`config.mk`:
```
export PLATFORM = sky130hd
export DESIGN_NAME = cbadc_control_source
export DESIGN_NICKNAME = d
export VERILOG_FILES = /design/src/rtl/cbadc_control_source.sv
export SDC_FILE = /design/constraint.sdc
export NUM_CORES = 1
export LEC_CHECK = 0
export BUFFER_PORTS_ARGS = -buffer_cell sky130_fd_sc_hd__buf_2
export CAP_MARGIN = 15
export CORE_ASPECT_RATIO = 1.2
export CORE_MARGIN = 4
export CORE_UTILIZATION = 50
export CTS_CLUSTER_DIAMETER = 150
export CTS_CLUSTER_SIZE = 16
export DETAILED_ROUTE_END_ITERATION = 10
export HOLD_SLACK_MARGIN = 0.1
export PLACE_DENSITY = 0.77
export RECOVER_POWER = 100
export REMOVE_ABC_BUFFERS = 1
export SYNTH_ARGS = -nofsm -noshare
export SYNTH_HDL_FRONTEND = slang
export SYNTH_SLANG_ARGS = --single-unit
```
`constraint.sdc`:
```
create_clock -name clk -period 5.2 [get_ports clk]
set_input_delay 1.04 -clock clk [delete_from_list [all_inputs] [get_ports clk]]
set_output_delay 1.04 -clock clk [all_outputs]
set_load 0.1 [all_outputs]
```
`src/rtl/cbadc_control_source.sv`:
```
`default_nettype none
// ============================================================================
// Module      : cbadc_control_source
// Description : Cycle-accurate fixed-point model of a control-bounded ADC
//               analog front end. A chain of N integrators, each followed by
//               a clocked comparator whose decision feeds back +/-KAPPA into
//               its own integrator. Emits one N-bit control word per enabled
//               clock plus a batch-boundary marker every DEPTH samples.
// Optional    : define CBADC_DITHER_EN to add LFSR dither (+/- KAPPA>>4) to
//               the comparator decisions; integrator updates are unaffected.
// Ports       : clk        system clock
//               rst        synchronous active-high reset (dominates en)
//               en         sample enable; state advances only when high
//               in         signed input sample u[n] (IN_W bits)
//               out        control bits s[n]; bit k = 1 -> integrator k >= 0
//               out_valid  out was updated by this edge
//               out_last   final sample of a DEPTH-sample batch
//               ovf        sticky per-stage saturation flags
// Revision    : 1.0 - initial release
// ============================================================================
module cbadc_control_source #(
  parameter int N          = 3,
  parameter int IN_W       = 16,
  parameter int STATE_W    = 24,
  parameter int BETA_SHIFT = 0,
  parameter int KAPPA      = 16384,
  parameter int DEPTH      = 32
) (
  input  logic                   clk,
  input  logic                   rst,
  input  logic                   en,
  input  logic signed [IN_W-1:0] in,
  output logic        [N-1:0]    out,
  output logic                   out_valid,
  output logic                   out_last,
  output logic        [N-1:0]    ovf
);

  // Two guard bits: x + d - f can exceed the state range by up to ~2x
  // before clamping, so the intermediate sum never wraps.
  localparam int SUM_W = STATE_W + 2;
  localparam int CNT_W = (DEPTH > 1) ? $clog2(DEPTH) : 1;

  // Symmetric clamp limits: +/-(2^(STATE_W-1) - 1).
  localparam logic signed [SUM_W-1:0] SAT_MAX = {3'b000, {(STATE_W-1){1'b1}}};
  localparam logic signed [SUM_W-1:0] SAT_MIN = {3'b111, {(STATE_W-2){1'b0}}, 1'b1};
  localparam logic signed [SUM_W-1:0] KAPPA_S = SUM_W'(KAPPA);
  localparam logic        [CNT_W-1:0] LAST    = CNT_W'(DEPTH - 1);

  logic signed [STATE_W-1:0] r_x      [N];
  logic signed [STATE_W-1:0] w_x_next [N];
  logic                      w_clamp  [N];
  logic                      w_cmp    [N];
  logic        [CNT_W-1:0]   r_count;

`ifdef CBADC_DITHER_EN
  localparam logic signed [SUM_W-1:0] DITHER_AMP = SUM_W'(KAPPA >> 4);

  logic [15:0] r_lfsr;

  // Fibonacci LFSR, taps 16,14,13,11; advances once per enabled sample.
  always_ff @(posedge clk) begin
    if (rst) begin
      r_lfsr <= 16'hACE1;
    end else if (en) begin
      r_lfsr <= {r_lfsr[14:0], r_lfsr[15] ^ r_lfsr[13] ^ r_lfsr[12] ^ r_lfsr[10]};
    end
  end
`endif

  genvar k;
  generate
    for (k = 0; k < N; k++) begin : g_stage
      logic signed [SUM_W-1:0] w_drive;
      logic signed [SUM_W-1:0] w_fb;
      logic signed [SUM_W-1:0] w_x_ext;
      logic signed [SUM_W-1:0] w_sum;
      logic                    w_hi;
      logic                    w_lo;

      // Stage 0 integrates the input; later stages integrate the previous
      // stage's registered state, so all stages update in lockstep.
      if (k == 0) begin : g_first
        assign w_drive = {{(SUM_W-IN_W){in[IN_W-1]}}, in};
      end else begin : g_chain
        assign w_drive = {{2{r_x[k-1][STATE_W-1]}}, r_x[k-1]};
      end

      assign w_x_ext = {{2{r_x[k][STATE_W-1]}}, r_x[k]};
      assign w_fb    = out[k] ? KAPPA_S : -KAPPA_S;
      assign w_sum   = w_x_ext + (w_drive >>> BETA_SHIFT) - w_fb;

      assign w_hi        = (w_sum > SAT_MAX);
      assign w_lo        = (w_sum < SAT_MIN);
      assign w_clamp[k]  = w_hi | w_lo;
      assign w_x_next[k] = w_hi ? SAT_MAX[STATE_W-1:0] :
                           w_lo ? SAT_MIN[STATE_W-1:0] :
                                  w_sum[STATE_W-1:0];

`ifdef CBADC_DITHER_EN
      logic signed [SUM_W-1:0] w_dith;
      assign w_dith   = {{2{w_x_next[k][STATE_W-1]}}, w_x_next[k]}
                      + (r_lfsr[k % 16] ? DITHER_AMP : -DITHER_AMP);
      assign w_cmp[k] = ~w_dith[SUM_W-1];
`else
      assign w_cmp[k] = ~w_x_next[k][STATE_W-1];
`endif
    end
  endgenerate

  always_ff @(posedge clk) begin
    if (rst) begin
      for (int i = 0; i < N; i++) begin
        r_x[i] <= '0;
      end
      out       <= '1;   // x = 0 counts as non-negative
      out_valid <= 1'b0;
      out_last  <= 1'b0;
      ovf       <= '0;
      r_count   <= '0;
    end else begin
      out_valid <= en;
      out_last  <= en && (r_count == LAST);
      if (en) begin
        for (int i = 0; i < N; i++) begin
          r_x[i] <= w_x_next[i];
          out[i] <= w_cmp[i];
          if (w_clamp[i]) begin
            ovf[i] <= 1'b1;
          end
        end
        r_count <= (r_count == LAST) ? '0 : r_count + CNT_W'(1);
      end
    end
  end

endmodule
`default_nettype wire

```
Word-level counts from Yosys, hierarchy flattened
Memories as Yosys holds them, arrays and structs flattened.
Index checks and enable logic that the tools add are counted.
{"block": "word_totals", "regBits": 13, "ram_bits": 72, "input_bits": 19, "elab_cells": 53, "n_memories": 1}
{"memory": "r_x", "words": 3, "width": 24, "rd": 3, "rd_clocked_by_memory_dff": 0, "write_ports": 3, "line": "50", "rtl": "logic signed [STATE_W-1:0] r_x [N];"}
{"block": "classes", "add_sub_neg": 7, "magnitude_cmp": 6, "n_eq_ne": 1, "n_mux": 18, "bitwise": 9, "reduce_logical": 4}
{"cell": "$mux 24", "n": 9}
{"cell": "$gt 26x24->1 const B", "n": 3}
{"cell": "$lt 26x24->1 const B", "n": 3}
{"cell": "$mux 26", "n": 3}
{"cell": "$sub 25x26->26", "n": 3}
{"cell": "$add 24x24->25", "n": 2}
{"cell": "$add 24x16->25", "n": 1}
{"cell": "$or 1x1->1", "n": 6}
{"cell": "$reduce_and 2->1", "n": 3}
{"cell": "$add 5x1->5 const B", "n": 1}
{"cell": "$eq 5x5->1 const B", "n": 1}
{"cell": "$mux 1", "n": 5}
{"cell": "$mux 5", "n": 1}
{"cell": "$not 1->1", "n": 3}
{"cell": "$logic_and 1x1->1", "n": 1}

Depth between registers and ports, before layout
{"block": "depth", "ltp_word": 6, "ltp_mapped": 16, "depth_no_buf": 13}

Worst setup path before layout
Ideal clock, no wire load.
{"block": "synth_path", "kind": "register to register", "startpoint": "register out[2]", "endpoint": "memory r_x[2][8] (netlist: r_x[0][56]), data pin", "setup_time_ns": 0.261, "arrival_time_ns": 4.400, "required_ns": 4.939, "path_slack_ns": 0.539, "stages_incl_launch_ff": 16, "path_buffers": 3, "synth_period_minus_slack_ns": 4.661, "path_cell_list": "dfxtp_1 -> inv_1 -> fa_1 -> inv_1 -> ha_1 -> clkbuf_1 -> a21oi_1 -> o21ai_0 -> a31oi_1 -> a31oi_1 -> a221o_1 -> a31o_2 -> buf_2 -> nand2_1 -> buf_2 -> a21oi_1"}
{"item": "start: declaration", "line": "33", "rtl": "output logic [N-1:0] out,"}
{"item": "start signal: indexed assignment", "line": "127", "rtl": "out[i] <= w_cmp[i];"}
{"item": "end: declaration", "line": "50"}

==> run metrics <==
outcome=complete, no violations; Die Y-Extent=162 microns; Final ANT Viol Nets=0; area grow syn2layout=4.89%; Worst Hold End=ovf[1]; total congestion overflow=0; Compound-Gate Fraction of Synth Area=23.1%; Buf+Inv Stages, Crit Path=3; crit path max fanout=19; Place WS=0.332 ns; Req. time, crit path=5.24 ns; die area=0.0221 sq mm; cell count of the worst reg-to-reg path=14; DR WL/cell=17.0 microns; clock-pin transition on the worst setup and hold timing paths=0.06 ns; final setup margin=0.554 ns; clk_skew=0.00362 ns; Fmax achieved=215 MHz; vias in the first global route=8,199; Total Routed Length=24.8 mm; TritonCTS Buffers=9; Async SR Flop Fraction=0%; EDFF count, synth=72; CP startpoint kind=input pin; Worst-Margin Slew=1.24 ns; hold path cells=1; GPL Wtd Cong=0.908; crit share post-route=89.4%; cell-by-cell trace of the critical path=buf_2 > inv_1 > fa_1 > inv_1 > ha_1 > a21oi_1 > o21ai_0 > a21oi_1 > o21ai_0 > a21oi_1 > xor2_1 > o21ai_1 > nand3_1 > o311ai_0; Fill cells=1,879; post-synthesis sequential area ratio=24.5%; I/O pin cnt=27; CTS Sinks=85; initial DRC count=536; largest family of logic cells by synthesized area=compound AO/OA/AOI/OAI gates; cts hold-fix bufs=0; Slew Viols, Final=0; Cell variety after synth=96; Post-Syn Area=0.00990 sq mm; reg2reg setup slack=0.62 ns; Initial Util=50.8%; Worst-Skew Late Latency=0.34 ns; Main synth FF type=edfxtp_1; first-pass GRT wire length=40.0 mm; drt first pass iters=5; Detailed Place HPWL=20.1 mm; die width=136 microns; Slew headroom=17.5%; row cnt=56; FF+latch count, synth=85; port bufs=26; min Tclk post-route=4.65 ns; critical path class=in -> reg; max incr delay on CP=0.55 ns; mux cell area share after synthesis=0.619%; Synth Warn #=0; adder-cell area share of the yosys netlist=20.5%; CP Capture Type=flop; initial antenna violation count=0; xor/xnor share of the synthesized area=4.25%; setup TNS=0 ns; largest net degree at the start of global routing=48; Longest Clk Path Bufs=2; CP delay by family, top=compound AO/OA/AOI/OAI gates; CTS tree=built; clock root cell=clkbuf_16; Layout Nets=1,358; Resize count post-CTS=0; Simple-Gate Fraction of Synth Area=18.8%; share of layout cells above drive strength 1=6.01%; CP arrival=4.68 ns; final setup fails=0; # DRC=0; H-tree lvl count=3; RSZ-0062 raised after global routing=no; Core Util, Final=53.3%; Slowest-stage cell, CP=fa_1; diode count=0; most frequent CP cell=a21oi_1; Hold Fails Final Rpt=0; worst r2r dst=r_x[0][50]; HP Start=ovf[1]; Worst Hold Class=reg -> reg; Total Routing Usage GR=22.5%; cells after synthesis=1,196; per-instance average area after synthesis=8.28 sq um; Reg-to-Reg Start=out[2]; # Post-CTS Setup Buffers=0; Core Region=0.0195 sq mm; via count=8,734; via-per-instance ratio=5.99; maxcap violations=0
[cell usage in the layout (no fill, tap or decap), drive strengths merged, types with 25 or more instances in the layout]
cell type	count
nor3	33
xor2	29
edfxtp	72
inv	154
nand2	76
a21oi	111
nand3	48
clkbuf	25
ha	119
fa	27
nor2	107
o21ai	73
[per-layer routing]
layer / GRT usage, % / vias up / share of wire [%]
met5: 0 / - / 0
met3: 2.88 / 60 / 4.8
met1: 28.3 / 4142 / 42
met2: 38.7 / 240 / 49
met4: 9.81 / 0 / 4.2
li1: - / 4292 / -
[worst reg2reg max path, stage by stage (launching register included)]
cell,delay [ns]
dfxtp_1,0.30
buf_4,0.23
inv_1,0.14
fa_1,0.55
inv_1,0.05
ha_1,0.41
a21oi_1,0.30
o21ai_0,0.18
or2_2,0.31
a21oi_1,0.33
o21ai_0,0.22
xor2_1,0.20
or2_1,0.64
nand3_1,0.30
o211ai_1,0.22
[cell type report]
| cell class | instances | area, sq um | area share (%) |
|---|---|---|---|
| Multi-Input combinational cell | 907 | 6600 | 63.6 |
| Sequential cell | 85 | 2420 | 23.3 |
| Inverter | 155 | 582 | 5.60 |
| Tap cell | 261 | 327 | 3.14 |
| Clock buffer | 14 | 254 | 2.45 |
| Timing Repair Buffer | 35 | 183 | 1.76 |
| Clock inverter | 2 | 12.5 | 0.120 |
[metrics by stage]
stage / instances / hold WS, ns / cell area, sq um
finish: 1459 / 0.500 / 10400
global route: 1459 / 0.526 / 10400
CTS: 1459 / 0.500 / 10500
detailed placement: 1443 / 0.480 / 10200
global placement: 1443 / 0.458 / 10200
floorplan: 1147 / 0.467 / 9660
[how the worst max path moves through the flow]
stage / cells past startpoint / slack, ns / to / from
after floorplan: 13 / 0.46 / r_x[0][25] / out[1]
after global placement: 14 / 0.50 / r_x[0][9] / in[15]
after detailed placement: 14 / 0.33 / r_x[0][1] / in[15]
after CTS: 14 / 0.70 / r_x[0][1] / in[15]
after global routing: 14 / 0.17 / r_x[0][1] / in[15]
final: 14 / 0.55 / r_x[0][1] / in[15]
[registers in the layout (all words and copies together), names as in the netlist]
name       cells
ovf            3
r_x           72
out_valid      1
r_count        5
out_last       1
out            3
[synthesized netlist by cell type, drive strengths merged (23+ instances only)]
master  count  area, sq um
o21ai      73          380
xor2       29          254
a21oi     111          574
inv       154          578
nand3      48          240
edfxtp     72         2160
nand2      76          285
ha        119         1490
a21o       23          176
nor2      107          409
nor3       33          220
clkbuf     32          131
a211oi     24          198
fa         27          541
[logic make-up after synthesis]
kind of cell             Yosys count
flip-flops                        85
multiplexers                       6
XOR/XNOR                          48
adder cells (fa/ha/maj)          146
AND/OR/NAND/NOR                  364
buffers and inverters            204
AO/OA/AOI/OAI                    343
Power is not shown: default switching activity piles up to over one toggle a cycle in this logic, so the estimate is an artifact.
